$ cat src/rtl/gmm_structures_pkg.sv
// gmm_structures: shared types for the GMM foreground detector.
//   mega_data_t : one pixel beat (input pixel, per-cluster model, match result)
//   cluster_t   : one model cluster (weight, colour, variance)
//   upd_mode_t  : per-cluster update action chosen by the update stage
//   s1_t, s2_t  : internal pipeline registers of gmm_update_model_pipe
package gmm_structures;

   localparam int GMM_MAX_CLUSTERS = 3;
   localparam int VARS_W           = 20;  // squared RGB distance needs 18 bits; headroom kept

   typedef struct packed {
      logic [2:0][7:0] color;
   } rgb_t;

   typedef struct packed {
      rgb_t       rgb_new;
      logic [1:0] clusters_num;
   } pix_in_t;

   typedef struct packed {
      pix_in_t                                          in;
      logic [GMM_MAX_CLUSTERS-1:0][7:0]                 mem_w;
      logic [GMM_MAX_CLUSTERS-1:0][2:0][7:0]            mem_color;
      logic [GMM_MAX_CLUSTERS-1:0][15:0]                mem_var;
      logic [GMM_MAX_CLUSTERS-1:0][VARS_W-1:0]          vars;
      logic [1:0]                                       var_min_idx;
      logic                                             is_matched;
      logic [VARS_W-1:0]                                var_min;
      logic [VARS_W-1:0]                                var_max;
      logic [1:0]                                       B;
   } mega_data_t;

   // 'var' is a keyword, so the variance field is spelled out.
   typedef struct packed {
      logic [7:0]      w;
      logic [2:0][7:0] color;
      logic [15:0]     variance;
   } cluster_t;

   typedef enum logic [1:0] {UPD_MATCH, UPD_DECAY, UPD_NEW, UPD_KEEP} upd_mode_t;

   typedef struct packed {
      mega_data_t      d;
      logic [1:0]      t;
      logic            match;
      logic [2:0][7:0] x;
      logic [15:0]     vclamp;
   } s1_t;

   typedef struct packed {
      mega_data_t                       d;
      cluster_t [GMM_MAX_CLUSTERS-1:0]  cl;
      logic [1:0]                       n_new;
   } s2_t;

   // Index of the lightest cluster; strict compares keep the lowest index on ties.
   function automatic logic [1:0] min_w_idx(input logic [GMM_MAX_CLUSTERS-1:0][7:0] w);
      logic [1:0] idx;
      idx = 2'd0;
      if (w[1] < w[idx]) idx = 2'd1;
      if (w[2] < w[idx]) idx = 2'd2;
      return idx;
   endfunction

endpackage

$ cat src/rtl/gmm_update_model_pipe_cluster.sv
// gmm_update_cluster: combinational update of a single GMM cluster.
//   cl_i     : current cluster state
//   mode_i   : MATCH (reinforce), DECAY, NEW (create/replace), KEEP
//   x_i      : pixel colour
//   vclamp_i : squared distance to the target cluster, saturated to 16 bits
//   cl_o     : updated cluster state
module gmm_update_cluster
   import gmm_structures::*;
#(
   parameter int          ALPHA_SH = 5,
   parameter logic [7:0]  W_INIT   = 8'd16,
   parameter logic [15:0] VAR_INIT = 16'd900,
   parameter logic [15:0] VAR_MIN  = 16'd16
) (
   input  cluster_t        cl_i,
   input  upd_mode_t       mode_i,
   input  logic [2:0][7:0] x_i,
   input  logic [15:0]     vclamp_i,
   output cluster_t        cl_o
);

   logic [7:0]         w_inc, w_dec;
   logic [2:0][7:0]    c_upd;
   logic signed [16:0] dv;
   logic [15:0]        v_sum, v_upd;

   assign w_inc = cl_i.w + ((8'd255 - cl_i.w) >> ALPHA_SH);
   assign w_dec = cl_i.w - (cl_i.w >> ALPHA_SH);

   // The true result always lies between the old value and the target, so
   // truncating the signed step to the field width and adding modulo 2^N is exact.
   for (genvar c = 0; c < 3; c++) begin : g_c
      logic signed [8:0] dc;
      assign dc       = $signed({1'b0, x_i[c]}) - $signed({1'b0, cl_i.color[c]});
      assign c_upd[c] = cl_i.color[c] + 8'(dc >>> ALPHA_SH);
   end

   assign dv    = $signed({1'b0, vclamp_i}) - $signed({1'b0, cl_i.variance});
   assign v_sum = cl_i.variance + 16'(dv >>> ALPHA_SH);
   assign v_upd = (v_sum < VAR_MIN) ? VAR_MIN : v_sum;

   always_comb begin
      cl_o = cl_i;
      unique case (mode_i)
         UPD_MATCH: begin
            cl_o.w        = w_inc;
            cl_o.color    = c_upd;
            cl_o.variance = v_upd;
         end
         UPD_DECAY: cl_o.w = w_dec;
         UPD_NEW: begin
            cl_o.w        = W_INIT;
            cl_o.color    = x_i;
            cl_o.variance = VAR_INIT;
         end
         default: ;
      endcase
   end

endmodule

$ cat src/rtl/gmm_update_model_pipe.sv
// gmm_update_model_pipe: 3-stage GMM model update with valid/ready handshake.
//   snk_valid/snk_data/snk_ready : incoming beat with model and match result
//   src_valid/src_data/src_ready : outgoing beat with updated model
// Stage 1 picks the target cluster, stage 2 updates every cluster, stage 3
// folds the result back into the beat.
module gmm_update_model_pipe
   import gmm_structures::*;
#(
   parameter int          ALPHA_SH = 5,
   parameter logic [7:0]  W_INIT   = 8'd16,
   parameter logic [15:0] VAR_INIT = 16'd900,
   parameter logic [15:0] VAR_MIN  = 16'd16
) (
   input  logic                          clk,
   input  logic                          rst,
   input  logic                          snk_valid,
   input  logic [$bits(mega_data_t)-1:0] snk_data,
   output logic                          snk_ready,
   input  logic                          src_ready,
   output logic                          src_valid,
   output logic [$bits(mega_data_t)-1:0] src_data
);

   localparam logic [1:0] NMAX = 2'(GMM_MAX_CLUSTERS);

   logic [3:1] vld_q, vld_d;
   logic       rdy1, rdy2, rdy3;
   s1_t        s1_q, s1_d;
   s2_t        s2_q, s2_d;
   mega_data_t s3_q, s3_d;

   mega_data_t in_beat;
   logic [1:0] n_in, t_in, n_new;
   logic       match_in;
   cluster_t   cl_cur [GMM_MAX_CLUSTERS];
   cluster_t   cl_upd [GMM_MAX_CLUSTERS];
   upd_mode_t  mode   [GMM_MAX_CLUSTERS];

   // Handshake: a stage can take a beat if it is empty or its beat moves on.
   always_comb begin
      rdy3  = src_ready | ~vld_q[3];
      rdy2  = rdy3 | ~vld_q[2];
      rdy1  = rdy2 | ~vld_q[1];
      vld_d = vld_q;
      if (rdy1) vld_d[1] = snk_valid;
      if (rdy2) vld_d[2] = vld_q[1];
      if (rdy3) vld_d[3] = vld_q[2];
   end

   // Stage 1: classification.
   always_comb begin
      in_beat  = mega_data_t'(snk_data);
      n_in     = in_beat.in.clusters_num;
      match_in = in_beat.is_matched & (n_in != 2'd0);
      if (match_in)         t_in = in_beat.var_min_idx;
      else if (n_in < NMAX) t_in = n_in;
      else                  t_in = min_w_idx(in_beat.mem_w);
      s1_d = s1_q;
      if (snk_valid & rdy1) begin
         s1_d.d      = in_beat;
         s1_d.t      = t_in;
         s1_d.match  = match_in;
         s1_d.x      = in_beat.in.rgb_new.color;
         s1_d.vclamp = (|in_beat.vars[t_in][VARS_W-1:16]) ? 16'hFFFF : in_beat.vars[t_in][15:0];
      end
   end

   // Stage 2: per-cluster arithmetic.
   assign n_new = s1_q.match ? s1_q.d.in.clusters_num :
                  (s1_q.d.in.clusters_num == NMAX) ? NMAX : s1_q.d.in.clusters_num + 2'd1;

   for (genvar k = 0; k < GMM_MAX_CLUSTERS; k++) begin : g_cl
      assign cl_cur[k] = {s1_q.d.mem_w[k], s1_q.d.mem_color[k], s1_q.d.mem_var[k]};
      assign mode[k]   = (2'(k) >= n_new)  ? UPD_KEEP :
                         (2'(k) == s1_q.t) ? (s1_q.match ? UPD_MATCH : UPD_NEW) :
                                             UPD_DECAY;
      gmm_update_cluster #(
         .ALPHA_SH (ALPHA_SH),
         .W_INIT   (W_INIT),
         .VAR_INIT (VAR_INIT),
         .VAR_MIN  (VAR_MIN)
      ) u_cl (
         .cl_i     (cl_cur[k]),
         .mode_i   (mode[k]),
         .x_i      (s1_q.x),
         .vclamp_i (s1_q.vclamp),
         .cl_o     (cl_upd[k])
      );
   end

   always_comb begin
      s2_d = s2_q;
      if (vld_q[1] & rdy2) begin
         s2_d.d     = s1_q.d;
         s2_d.n_new = n_new;
         for (int k = 0; k < GMM_MAX_CLUSTERS; k++) s2_d.cl[k] = cl_upd[k];
      end
   end

   // Stage 3: write the updated model back into the beat.
   always_comb begin
      s3_d = s3_q;
      if (vld_q[2] & rdy3) begin
         s3_d                 = s2_q.d;
         s3_d.in.clusters_num = s2_q.n_new;
         for (int k = 0; k < GMM_MAX_CLUSTERS; k++) begin
            s3_d.mem_w[k]     = s2_q.cl[k].w;
            s3_d.mem_color[k] = s2_q.cl[k].color;
            s3_d.mem_var[k]   = s2_q.cl[k].variance;
         end
      end
   end

   always_ff @(posedge clk or posedge rst) begin
      if (rst) begin
         vld_q <= '0;
         s1_q  <= '0;
         s2_q  <= '0;
         s3_q  <= '0;
      end else begin
         vld_q <= vld_d;
         s1_q  <= s1_d;
         s2_q  <= s2_d;
         s3_q  <= s3_d;
      end
   end

   assign snk_ready = rdy1;
   assign src_valid = vld_q[3];
   assign src_data  = s3_q;

endmodule

$ cat config.mk
export PLATFORM = sky130hd
export DESIGN_NAME = gmm_update_model_pipe
export DESIGN_NICKNAME = d
export VERILOG_FILES = /design/src/rtl/gmm_structures_pkg.sv /design/src/rtl/gmm_update_model_pipe_cluster.sv /design/src/rtl/gmm_update_model_pipe.sv
export SDC_FILE = /design/constraint.sdc
export NUM_CORES = 2
export LEC_CHECK = 0
export BUFFER_PORTS_ARGS = -buffer_cell sky130_fd_sc_hd__buf_4
export CORE_MARGIN = 2
export CORE_UTILIZATION = 53
export CTS_CLUSTER_SIZE = 40
export DETAILED_ROUTE_END_ITERATION = 8
export GPL_ROUTABILITY_DRIVEN = 0
export PLACE_DENSITY = 0.85
export SLEW_MARGIN = 20
export SYNTH_ARGS = -nofsm -noshare
export SYNTH_HDL_FRONTEND = slang
export SYNTH_SLANG_ARGS = --single-unit
$ cat constraint.sdc
create_clock -name clk -period 31.6 [get_ports clk]
set_clock_uncertainty 0.2 [all_clocks]
set_input_delay 6.32 -clock clk [delete_from_list [all_inputs] [get_ports clk]]
set_output_delay 6.32 -clock clk [all_outputs]
set_load 0.01 [all_outputs]
==> impl_metrics.tcl <==
set metrics [dict create \
    run_status "finished, final reports clean" \
    postCtsHoldBufs 0 \
    post-route-period-util_pct 42.9 \
    setup_violations 0 \
    fin_crit_ns 13.54 \
    worst_pin_slew_ns 1.11 \
    clock-sinks 847 \
    post_cts_buffers 0 \
    syn_inst 4368 \
    viasPerCell 5.85 \
    cts-resized-gates 0 \
    yosysUniqueCellTypes 70 \
    die-area_um2 82800 \
    final_max_slew_viol_count 0 \
    die_x_um 288 \
    cp_cell_sequence "buf_4 > nor2b_1 > nand3_1 > buf_4" \
    ios 556 \
    p_sw_mw 1.56 \
    syn_area_um2 42700 \
    power_frac_comb_pct 38.3 \
    clock.fmax_mhz 73.8 \
    path_clk_slew_ns 0.06 \
    final_cell_mix "1149 x nand2_1, 846 x dfrtp_1, 600 x buf_4" \
    critPathMostFrequentCell "buf_4" \
    wl_mm 128 \
    place_hpwl_mm 90.3 \
    cap_violations 0 \
    core_region_area_um2 80200 \
    cpMaxStageDelayCell "nand3_1" \
    critPathCaptureType "primary output" \
    peakVddDrop_mv 0.0494 \
    cp.arrival_ns 7.02 \
    final.setup.worst_slack_ns 18.06 \
    fp.dieH_um 288 \
    first_iter_violations 2894 \
    hold_viol 0 \
    relSlewSlack_pct 25.8 \
    pwr-share-seq_pct 37.0 \
    yosysWarnings 0 \
    final_common_cell "nand2_1" \
    antenna_found_initial 8 \
    num_vias 35100 \
    synth-edff-count 0 \
    grt.total_usage_pct 30.5 \
    cts-root-buf "clkbuf_16" \
    wl_per_cell_um 21.4 \
    path_buf_inv 2 \
    grt_max_degree 181 \
    layout.nets 5416 \
    start_kind "input port" \
    path_depth 4 \
    cp_data_required_time_ns 25.08 \
    cts_inserted_buffers 90 \
    n_fill_cell 6154 \
    crit_family "simple AND/OR/NAND/NOR gates" \
    switching_share_pct 36.4 \
    final_layout_size_suffix_gt1_share_pct 21.4 \
    initial_core_util_pct 53.2 \
    power_leakage_nw 25.1 \
    slowest_delay_ns 0.22 \
    clkPwrFrac_pct 24.7 \
    worstHoldPathCells 2 \
    yosysSeqAreaShare_pct 49.7 \
    synth-seq-cells 847 \
    setup.worst_path.class "input port to primary output" \
    syn_avg_cell_area_um2 9.77 \
    cts_tree "yes" \
    yosys.area.top_type "dfrtp_1" \
    rows 104 \
    holdCritPathClass "flip-flop to flip-flop" \
    htree_num_levels 3 \
    worst_r2r_path_depth 19 \
    tns_ns 0 \
    syn-num-nets 4923 \
    ant_nets 0 \
    synth_top_flop_cell "dfrtp_1" \
    p_int_mw 2.73 \
    rsz0062_at_grt "no" \
    grt_pass1_vias 35300 \
    drc 0 \
    clk_path_buf_depth 3 \
    yosys-top-cells-area "dfrtp_1 50%, nand2_1 10%, ha_1 7.7%" \
    clock_latency_ns 0.65 \
    async_reset_ff_share_pct 100 \
    crit_fanout 4 \
    place_ws_ns 18.11 \
    dr.pass1.iters 6 \
    synth_top_area_share_pct 49.7 \
    grt_pass1_wl_mm 196 \
    syn_to_final_growth_pct 19.0 \
    port_buffers 555 \
    grt_remaining_overflow 0 \
    powerDensity_nw_per_um2 84.3 \
    fin_util_pct 63.4 \
]
## power groups by stage
stage          Sequential [mW]  Clock (mW)  Combinational, mW
3_5_place_dp              1.59           0               1.61
4_1_cts                   1.58        1.07               1.63
5_1_grt                   1.61        1.11               1.80
3_3_place_gp              1.58           0               1.55
6_report                  1.59        1.06               1.64
2_1_floorplan             1.59           0               1.01
## worst register-to-register path: stages, from the launching register on
cell,delay (ns)
dfrtp_1,0.58
ha_1,0.38
a21o_1,0.20
a21o_1,0.16
a21o_1,0.19
a2111oi_1,0.51
nor2_1,0.16
a21o_1,0.24
a21o_1,0.21
xor2_1,0.15
ha_1,0.36
and2_1,0.22
a21boi_0,0.23
nand2_1,0.09
a211oi_1,0.40
nor2_1,0.12
xor2_1,0.17
or4_1,0.46
nor3_1,0.50
o21ai_0,0.22
## synthesized netlist by cell type (20+ instances only)
| cell | count |
|---|---|
| nand2_1 | 1152 |
| ha_1 | 261 |
| nor2b_1 | 39 |
| o21bai_1 | 30 |
| nand2b_1 | 31 |
| o21ai_0 | 234 |
| a21o_1 | 65 |
| a211oi_1 | 26 |
| mux2i_1 | 31 |
| o2bb2ai_1 | 20 |
| dfrtp_1 | 847 |
| clkbuf_1 | 185 |
| inv_1 | 197 |
| nand3_1 | 26 |
| xnor2_1 | 109 |
| a21oi_1 | 201 |
| nor2_1 | 222 |
| a221oi_1 | 71 |
| o21a_1 | 34 |
| mux2_2 | 283 |
| xor2_1 | 43 |
| nor3_1 | 33 |
## per-stage QoR
step           hold slack [ns]  std cells  power, mW  cell area (um2)
2_1_floorplan            0.235       4368       2.60            42700
3_3_place_gp             0.245       5829       3.13            47800
3_5_place_dp             0.251       5829       3.20            47800
4_1_cts                  0.267       5991       4.27            50800
5_1_grt                  0.279       5995       4.52            50800
6_report                 0.264       5997       4.28            50800
## kinds of logic (layout without fill, tap and decap cells)
family	Yosys count	count (layout)	synth area share [%]
compound gates	819	819	12.4
xor+xnor	152	152	3.12
simple gates	1560	1560	14.7
mux	315	315	8.23
buf+inv	399	962	3.55
fa+ha+maj	276	276	8.35
flops	847	847	49.7
other cells	0	6	0
## path summary, 6_finish.rpt
check	end	from	slack, ns
setup reg to reg	s2_q[3]$_DFFE_PP0P_	s1_q[9]$_DFFE_PP0P_	25.68
hold reg to reg	s2_q[201]$_DFFE_PP0P_	s1_q[98]$_DFFE_PP0P_	0.26
max in group asynchronous	src_data[95]$_DFFE_PP0P_	rst	20.74
min in group asynchronous	src_data[183]$_DFFE_PP0P_	rst	5.57
hold / removal	s2_q[201]$_DFFE_PP0P_	s1_q[98]$_DFFE_PP0P_	0.26
setup / recovery	snk_ready	src_ready	18.06
## metal layers
layer | global-route usage [%] | wire length [um] | vias up
li1 | - | - | 15800
met1 | 36.2 | 47900 | 17200
met2 | 49.1 | 59400 | 1571
met3 | 7.37 | 11200 | 444
met4 | 21.1 | 9930 | 4
met5 | 0 | 28 | -
## sequential cells by signal (all words and copies together), names as in the netlist
signal / count
vld_q: 3
cl_cur: 144
s2_q: 275
s1_q: 150
src_data: 275
## layout make-up
| cell class | count | area [um2] | area share [%] |
|---|---|---|---|
| Timing Repair Buffer | 602 | 4540 | 8.93 |
| Antenna cell | 6 | 15.0 | 0.0296 |
| Clock buffer | 125 | 2510 | 4.95 |
| Sequential cell | 847 | 21200 | 41.7 |
| Tap cell | 1060 | 1330 | 2.61 |
| Inverter | 198 | 751 | 1.48 |
| Multi-Input combinational cell | 3122 | 20000 | 39.4 |
| Clock inverter | 37 | 425 | 0.837 |
Power figures use the tool's default switching activity.
